===== src/rtl/muldiv_pkg.sv =====
// Shared definitions for the multiplier/divider result path.
// Holds the op-type encodings, the default half-result width and the
// width of one queued result entry {op, dz, result}.
package muldiv_pkg;

    localparam logic OP_MUL = 1'b0;
    localparam logic OP_DIV = 1'b1;

    localparam int unsigned MD_W       = 32;
    localparam int unsigned MD_ENTRY_W = 2 * MD_W + 2;

endpackage


===== src/rtl/muldiv_fifo.sv =====
// Generic synchronous FIFO.
// Ports:
//   clock, reset      rising-edge clock, async active-low reset
//   push_i, wdata_i   write request and data (ignored when full unless popping)
//   pop_i             read request (ignored when empty)
//   rdata_o           head entry, read from the storage registers
//   full_o, empty_o   occupancy flags
//   count_o           entries held
module muldiv_fifo #(
    parameter int unsigned DEPTH = 4,
    parameter int unsigned DW    = 66
) (
    input  logic                       clock,
    input  logic                       reset,
    input  logic                       push_i,
    input  logic [DW-1:0]              wdata_i,
    input  logic                       pop_i,
    output logic [DW-1:0]              rdata_o,
    output logic                       full_o,
    output logic                       empty_o,
    output logic [$clog2(DEPTH):0]     count_o
);

    localparam int unsigned AW = $clog2(DEPTH);

    logic [DW-1:0] mem_q [DEPTH];
    logic [AW:0]   wr_q, wr_d;
    logic [AW:0]   rd_q, rd_d;
    logic          do_push;
    logic          do_pop;

    // Extra wrap bit on each pointer distinguishes full from empty.
    assign count_o = wr_q - rd_q;
    assign empty_o = (wr_q == rd_q);
    assign full_o  = (count_o == (AW + 1)'(DEPTH));
    assign rdata_o = mem_q[rd_q[AW-1:0]];

    // A push into a full FIFO is accepted only when the head leaves the same cycle.
    assign do_pop  = pop_i && !empty_o;
    assign do_push = push_i && (!full_o || do_pop);

    // Pointer next-state.
    always_comb begin
        wr_d = wr_q;
        rd_d = rd_q;
        if (do_push) wr_d = wr_q + (AW + 1)'(1);
        if (do_pop)  rd_d = rd_q + (AW + 1)'(1);
    end

    // Pointers.
    always_ff @(posedge clock or negedge reset) begin
        if (!reset) begin
            wr_q <= '0;
            rd_q <= '0;
        end else begin
            wr_q <= wr_d;
            rd_q <= rd_d;
        end
    end

    // Storage; cleared on reset so the head reads as zero when empty after reset.
    always_ff @(posedge clock or negedge reset) begin
        if (!reset) begin
            for (int i = 0; i < int'(DEPTH); i++) mem_q[i] <= '0;
        end else if (do_push) begin
            mem_q[wr_q[AW-1:0]] <= wdata_i;
        end
    end

endmodule


===== src/rtl/muldiv_result_buffer.sv =====
// Result buffer behind the signed multiplier/divider.
// Captures one result per rising edge of the divider's valid level, tags it
// with the op type latched at start, and queues it for a valid/ready consumer.
// Optional feature macro: DIVZERO_DET_EN (per-entry divide-by-zero flag).
// Ports:
//   clock, reset        rising-edge clock, async active-low reset
//   start, muordi       start strobe and op type (1 = divide, 0 = multiply)
//   opera1              divisor, sampled at start (divide-by-zero detection only)
//   result, valid       2W-bit result and its done level
//   out_valid/out_ready consumer handshake on the FIFO head
//   out_op/out_hi/out_lo/out_dz  head entry fields
//   count               entries held
//   overflow            sticky: a result was dropped on a full FIFO
module muldiv_result_buffer
    import muldiv_pkg::*;
#(
    parameter int unsigned DEPTH = 4,
    parameter int unsigned W     = MD_W
) (
    input  logic                    clock,
    input  logic                    reset,
    input  logic                    start,
    input  logic                    muordi,
    input  logic [W-1:0]            opera1,
    input  logic [2*W-1:0]          result,
    input  logic                    valid,
    output logic                    out_valid,
    input  logic                    out_ready,
    output logic                    out_op,
    output logic [W-1:0]            out_hi,
    output logic [W-1:0]            out_lo,
    output logic                    out_dz,
    output logic [$clog2(DEPTH):0]  count,
    output logic                    overflow
);

    localparam int unsigned EW = MD_ENTRY_W - 2 * MD_W + 2 * W;

    logic          op_q, op_d;
    logic          valid_q;
    logic          overflow_q, overflow_d;
    logic          push_c;
    logic          pop_c;
    logic          dz_c;
    logic          full_c;
    logic          empty_c;
    logic [EW-1:0] wentry_c;
    logic [EW-1:0] rentry_c;

`ifdef DIVZERO_DET_EN
    logic [W-1:0]  opd_q, opd_d;

    // Divisor is taken from the same start as the op tag.
    always_comb begin
        opd_d = opd_q;
        if (start) opd_d = opera1;
    end

    always_ff @(posedge clock or negedge reset) begin
        if (!reset) opd_q <= '0;
        else        opd_q <= opd_d;
    end

    assign dz_c = (op_q == OP_DIV) && (opd_q == '0);
`else
    logic unused_opera1_c;
    assign unused_opera1_c = ^opera1;
    assign dz_c            = 1'b0;
`endif

    // Capture on the rising edge of valid; a held level pushes once.
    assign push_c = valid && !valid_q;
    assign pop_c  = out_valid && out_ready;

    // Divide-by-zero entries carry a zeroed result.
    assign wentry_c = dz_c ? {op_q, 1'b1, (2 * W)'(0)} : {op_q, dz_c, result};

    always_comb begin
        op_d       = op_q;
        overflow_d = overflow_q;
        if (start) op_d = muordi;
        if (push_c && full_c && !pop_c) overflow_d = 1'b1;
    end

    always_ff @(posedge clock or negedge reset) begin
        if (!reset) begin
            op_q       <= OP_MUL;
            valid_q    <= 1'b0;
            overflow_q <= 1'b0;
        end else begin
            op_q       <= op_d;
            valid_q    <= valid;
            overflow_q <= overflow_d;
        end
    end

    muldiv_fifo #(
        .DEPTH (DEPTH),
        .DW    (EW)
    ) u_fifo (
        .clock   (clock),
        .reset   (reset),
        .push_i  (push_c),
        .wdata_i (wentry_c),
        .pop_i   (pop_c),
        .rdata_o (rentry_c),
        .full_o  (full_c),
        .empty_o (empty_c),
        .count_o (count)
    );

    assign out_valid = !empty_c;
    assign out_op    = rentry_c[EW-1];
    assign out_dz    = rentry_c[EW-2];
    assign out_hi    = rentry_c[2*W-1:W];
    assign out_lo    = rentry_c[W-1:0];
    assign overflow  = overflow_q;

endmodule

===== config.mk =====
export PLATFORM = sky130hd
export DESIGN_NAME = muldiv_result_buffer
export DESIGN_NICKNAME = d
export VERILOG_FILES = /design/src/rtl/muldiv_pkg.sv /design/src/rtl/muldiv_fifo.sv /design/src/rtl/muldiv_result_buffer.sv
export SDC_FILE = /design/constraint.sdc
export NUM_CORES = 1
export LEC_CHECK = 0
export BUFFER_PORTS_ARGS = -buffer_cell sky130_fd_sc_hd__buf_2
export CAP_MARGIN = 30
export CORE_AREA = 2 2 191 146
export DETAILED_ROUTE_END_ITERATION = 16
export DIE_AREA = 0 0 193 148
export GPL_TIMING_DRIVEN = 0
export PLACE_DENSITY = 0.62
export SYNTH_ARGS = -nofsm -noshare
export SYNTH_HDL_FRONTEND = slang
export SYNTH_SLANG_ARGS = --single-unit

===== constraint.sdc =====
create_clock -name clock -period 3.6 [get_ports clock]
set_clock_uncertainty 0.05 [all_clocks]
set_input_delay 0.18 -clock clock [delete_from_list [all_inputs] [get_ports clock]]
set_output_delay 0.18 -clock clock [all_outputs]
set_load 0.05 [all_outputs]

==> results.cfg <==
[outcome]
result_of_the_run = finished, final reports clean

[timing]
timing.slew.headroom_pct = 38.3
timing_worst_slew_pin_value_ps = 926
clock.fmax_mhz = 302
rsz0062_at_grt = no
report.final.hold_viol_count = 0
final.min_clock_period_ps = 3320
setup_viol = 0
timing_max_transition_violations_final = 0
post_route_fraction_of_the_period_consumed_by_the_critical_path_pct = 92.1

[logic_synthesis]
syn_area_um2 = 11800
yosysWarningCount = 0
seq_area_frac_synth_pct = 57.0
yosys.cell_types.count = 25
syn-mean-instance-area_um2 = 17.5
synth_fp_nets = 786
ys_seq_elements = 269
netlist_instances = 676

[flow_run]
drv.max_cap_violation_count = 0

[place]
gp_routability_congestion = 0.738
detail_placement_hpwl_mm = 18.0
port_buffers = 139
dp.cells = 1169

[clock_tree]
cts_tree = done
htree_levels = 1
clk_latency_ps = 530
path_clk_slew_ps = 60
cts_num_sinks = 269
cts_max_path_buffers = 3
clock_tree.root_cell = sky130_fd_sc_hd__clkbuf_16
cts_buffers = 28

[setup_path]
cp-start-kind = register
setup.worst_path.start = u_fifo.rd_q[1]
required_ps = 3950
timing.critical_path.cells = buf_4 -> inv_1 -> fa_1 -> nor4bb_1 -> a21bo_2 -> nor3b_2 -> buf_4 -> buf_6 -> mux2_1
timing.critical_path.to_type = register
worst_path_dominant_cell_family = buffers and inverters
path_common_cell = sky130_fd_sc_hd__buf_4
critPathMaxStageDelay_ps = 610
crit_path_top_delay_cell = sky130_fd_sc_hd__fa_1
worst_ep_arrival_time_ps = 3670
crit_type = register to register
critical_path.n_buffers_inverters = 4
crit_path_max_fanout = 19
timing.rr.start = u_fifo.rd_q[1]

[floorplan]
die_width_um = 193
chipHeight_um = 148
effective_utilization_at_floorplan_pct = 44.3
fp.coreArea_um2 = 26700
dieArea_um2 = 28600
floorplan.io_pins = 173
floorplan.rows = 52

[routing]
detail-route-antenna-nets = 0
wirelength_mm = 26.3
detail_route.iter0.violations = 200
routed-via-count = 6763
remaining_drc_errors = 0
wl_per_cell_um = 20.4
detail_route.vias_per_cell = 5.25
first_pass_iters = 4

[min_path]
worst_hold_path_type = primary input to async pin

[layout]
num-nets-final = 1026
area_grow_syn2layout_pct = 23.6
n_fill_cell = 2156
layout_commonest_cell = sky130_fd_sc_hd__dfrtp_1
drive_gt1_share_pct = 38.8
most_used_cells_in_the_layout_excluding_fill_and_tap_cells = sky130_fd_sc_hd__dfrtp_1 (269), sky130_fd_sc_hd__mux2_1 (190), sky130_fd_sc_hd__buf_2 (147), sky130_fd_sc_hd__mux2_2 (73), sky130_fd_sc_hd__dlygate4sd3_1 (69)
antennaDiodeCount = 0
layout.cells.non_filler = 1289

[global_route]
grt_use_total_pct = 19.2
grt_pass1_vias = 7707
grt_antenna_before_repair = 0
grt_start_max_net_pins = 114
globalRouteOverflowTotal = 0
first_pass_grt_wire_length_mm = 42.5
==> what timing repair did <==
item,in CTS,in global routing
setup endpoints to repair,265,0
hold buffers,69,0
resized for setup,2,0
endpoints found under the hold margin,321,0
setup buffers,0,0
==> worst register-to-register path: cells and delay by family, from the launching register on <==
family,cells,cell delay (ps)
buffers and inverters,4,1050
AOI/OAI and AO/OA,1,280
and+or+nand+nor,2,320
DFF,1,520
muxes,1,350
adders and majority gates,1,610
==> registers in the layout, indices dropped and copies added, names as in the netlist <==
register	cells
u_fifo.mem_q	260
u_fifo.rd_q	3
u_fifo.wr_q	3
op_q	1
overflow	1
valid_q	1
==> area by class of cell <==
cell class / count / area (um2) / share of cell area, %
sequential: 269 / 6730 / 46.1
tap: 351 / 439 / 3.01
clock buffer: 38 / 769 / 5.27
timing repair buffer: 211 / 1470 / 10.0
clock inverter: 14 / 111 / 0.763
multi-input combinational: 359 / 4730 / 32.4
buffer: 42 / 334 / 2.29
inverter: 5 / 18.8 / 0.129
==> metrics by stage <==
step	hold WS (ps)	area [um2]	setup TNS (ps)	worst slack (ps)	util, %
6_report	110	14600	0	283	54.7
5_1_grt	148	14600	0	78.4	54.7
4_1_cts	102	14600	0	199	54.7
3_5_place_dp	71.2	13000	-155510	-718	48.9
3_3_place_gp	253	13000	-689770	-2130	48.6
2_1_floorplan	-166	11800	0	91.0	-
==> logic make-up (layout without fill, tap and decap cells) <==
logic type               after synthesis  count (layout)  share of synthesized area, %
other                                  1               1                        0.0317
AND/OR/NAND/NOR                       14              14                         0.932
adder cells (fa/ha/maj)                8               8                         0.911
flip-flops                           269             269                          57.0
XOR/XNOR                               6               6                         0.561
buffers and inverters                 48             310                          2.99
AO/OA/AOI/OAI                          2               2                         0.169
multiplexers                         328             328                          37.4
==> layer usage <==
metal / part of all wire (%) / vias up / global-route usage (%)
met5: 0 / - / 0
met4: 1.9 / 0 / 4.02
met3: 3.9 / 44 / 3.23
met2: 49 / 123 / 32.6
met1: 45 / 3603 / 26.1
li1: - / 2993 / -
==> path summary, 6_finish.rpt <==
path | to | slack (ps) | depth (start not counted)
max | u_fifo.mem_q[66] | 280 | 9
max in group asynchronous | u_fifo.mem_q[54] | 2500 | 3
min | u_fifo.mem_q[237] | 110 | 2
min in group clock | valid_q | 260 | 2
max reg2reg | u_fifo.mem_q[66] | 280 | 9
min reg2reg | u_fifo.mem_q[103] | 430 | 1
==> synth_stat cells <==
cell                       instances  area [um2]
sky130_fd_sc_hd__dfrtp_1         269        6730
sky130_fd_sc_hd__mux2_1          190        2140
sky130_fd_sc_hd__mux2_2           73         822
sky130_fd_sc_hd__mux4_2           65        1460
sky130_fd_sc_hd__buf_6            19         214
sky130_fd_sc_hd__buf_2             9        45.0
sky130_fd_sc_hd__ha_1              7        87.6
sky130_fd_sc_hd__buf_1             5        18.8
sky130_fd_sc_hd__buf_4             5        37.5
sky130_fd_sc_hd__clkbuf_1          5        18.8
sky130_fd_sc_hd__inv_1             5        18.8
sky130_fd_sc_hd__nor3b_2           4        50.1
sky130_fd_sc_hd__xnor2_1           4        35.0
sky130_fd_sc_hd__nand2_1           3        11.3
sky130_fd_sc_hd__nand3_1           2        10.0
sky130_fd_sc_hd__nor2b_1           2        12.5
sky130_fd_sc_hd__a21bo_2           1        10.0
sky130_fd_sc_hd__a41o_1            1        10.0
sky130_fd_sc_hd__and3b_4           1        12.5
sky130_fd_sc_hd__conb_1            1        3.75
sky130_fd_sc_hd__fa_1              1        20.0
sky130_fd_sc_hd__nor2_1            1        3.75
sky130_fd_sc_hd__nor4bb_1          1        10.0
sky130_fd_sc_hd__xnor3_1           1        22.5
sky130_fd_sc_hd__xor2_1            1        8.76
Power is left out: the tool's default activity adds up to more than one toggle a clock period on the data nets, which glitch-free logic cannot reach.
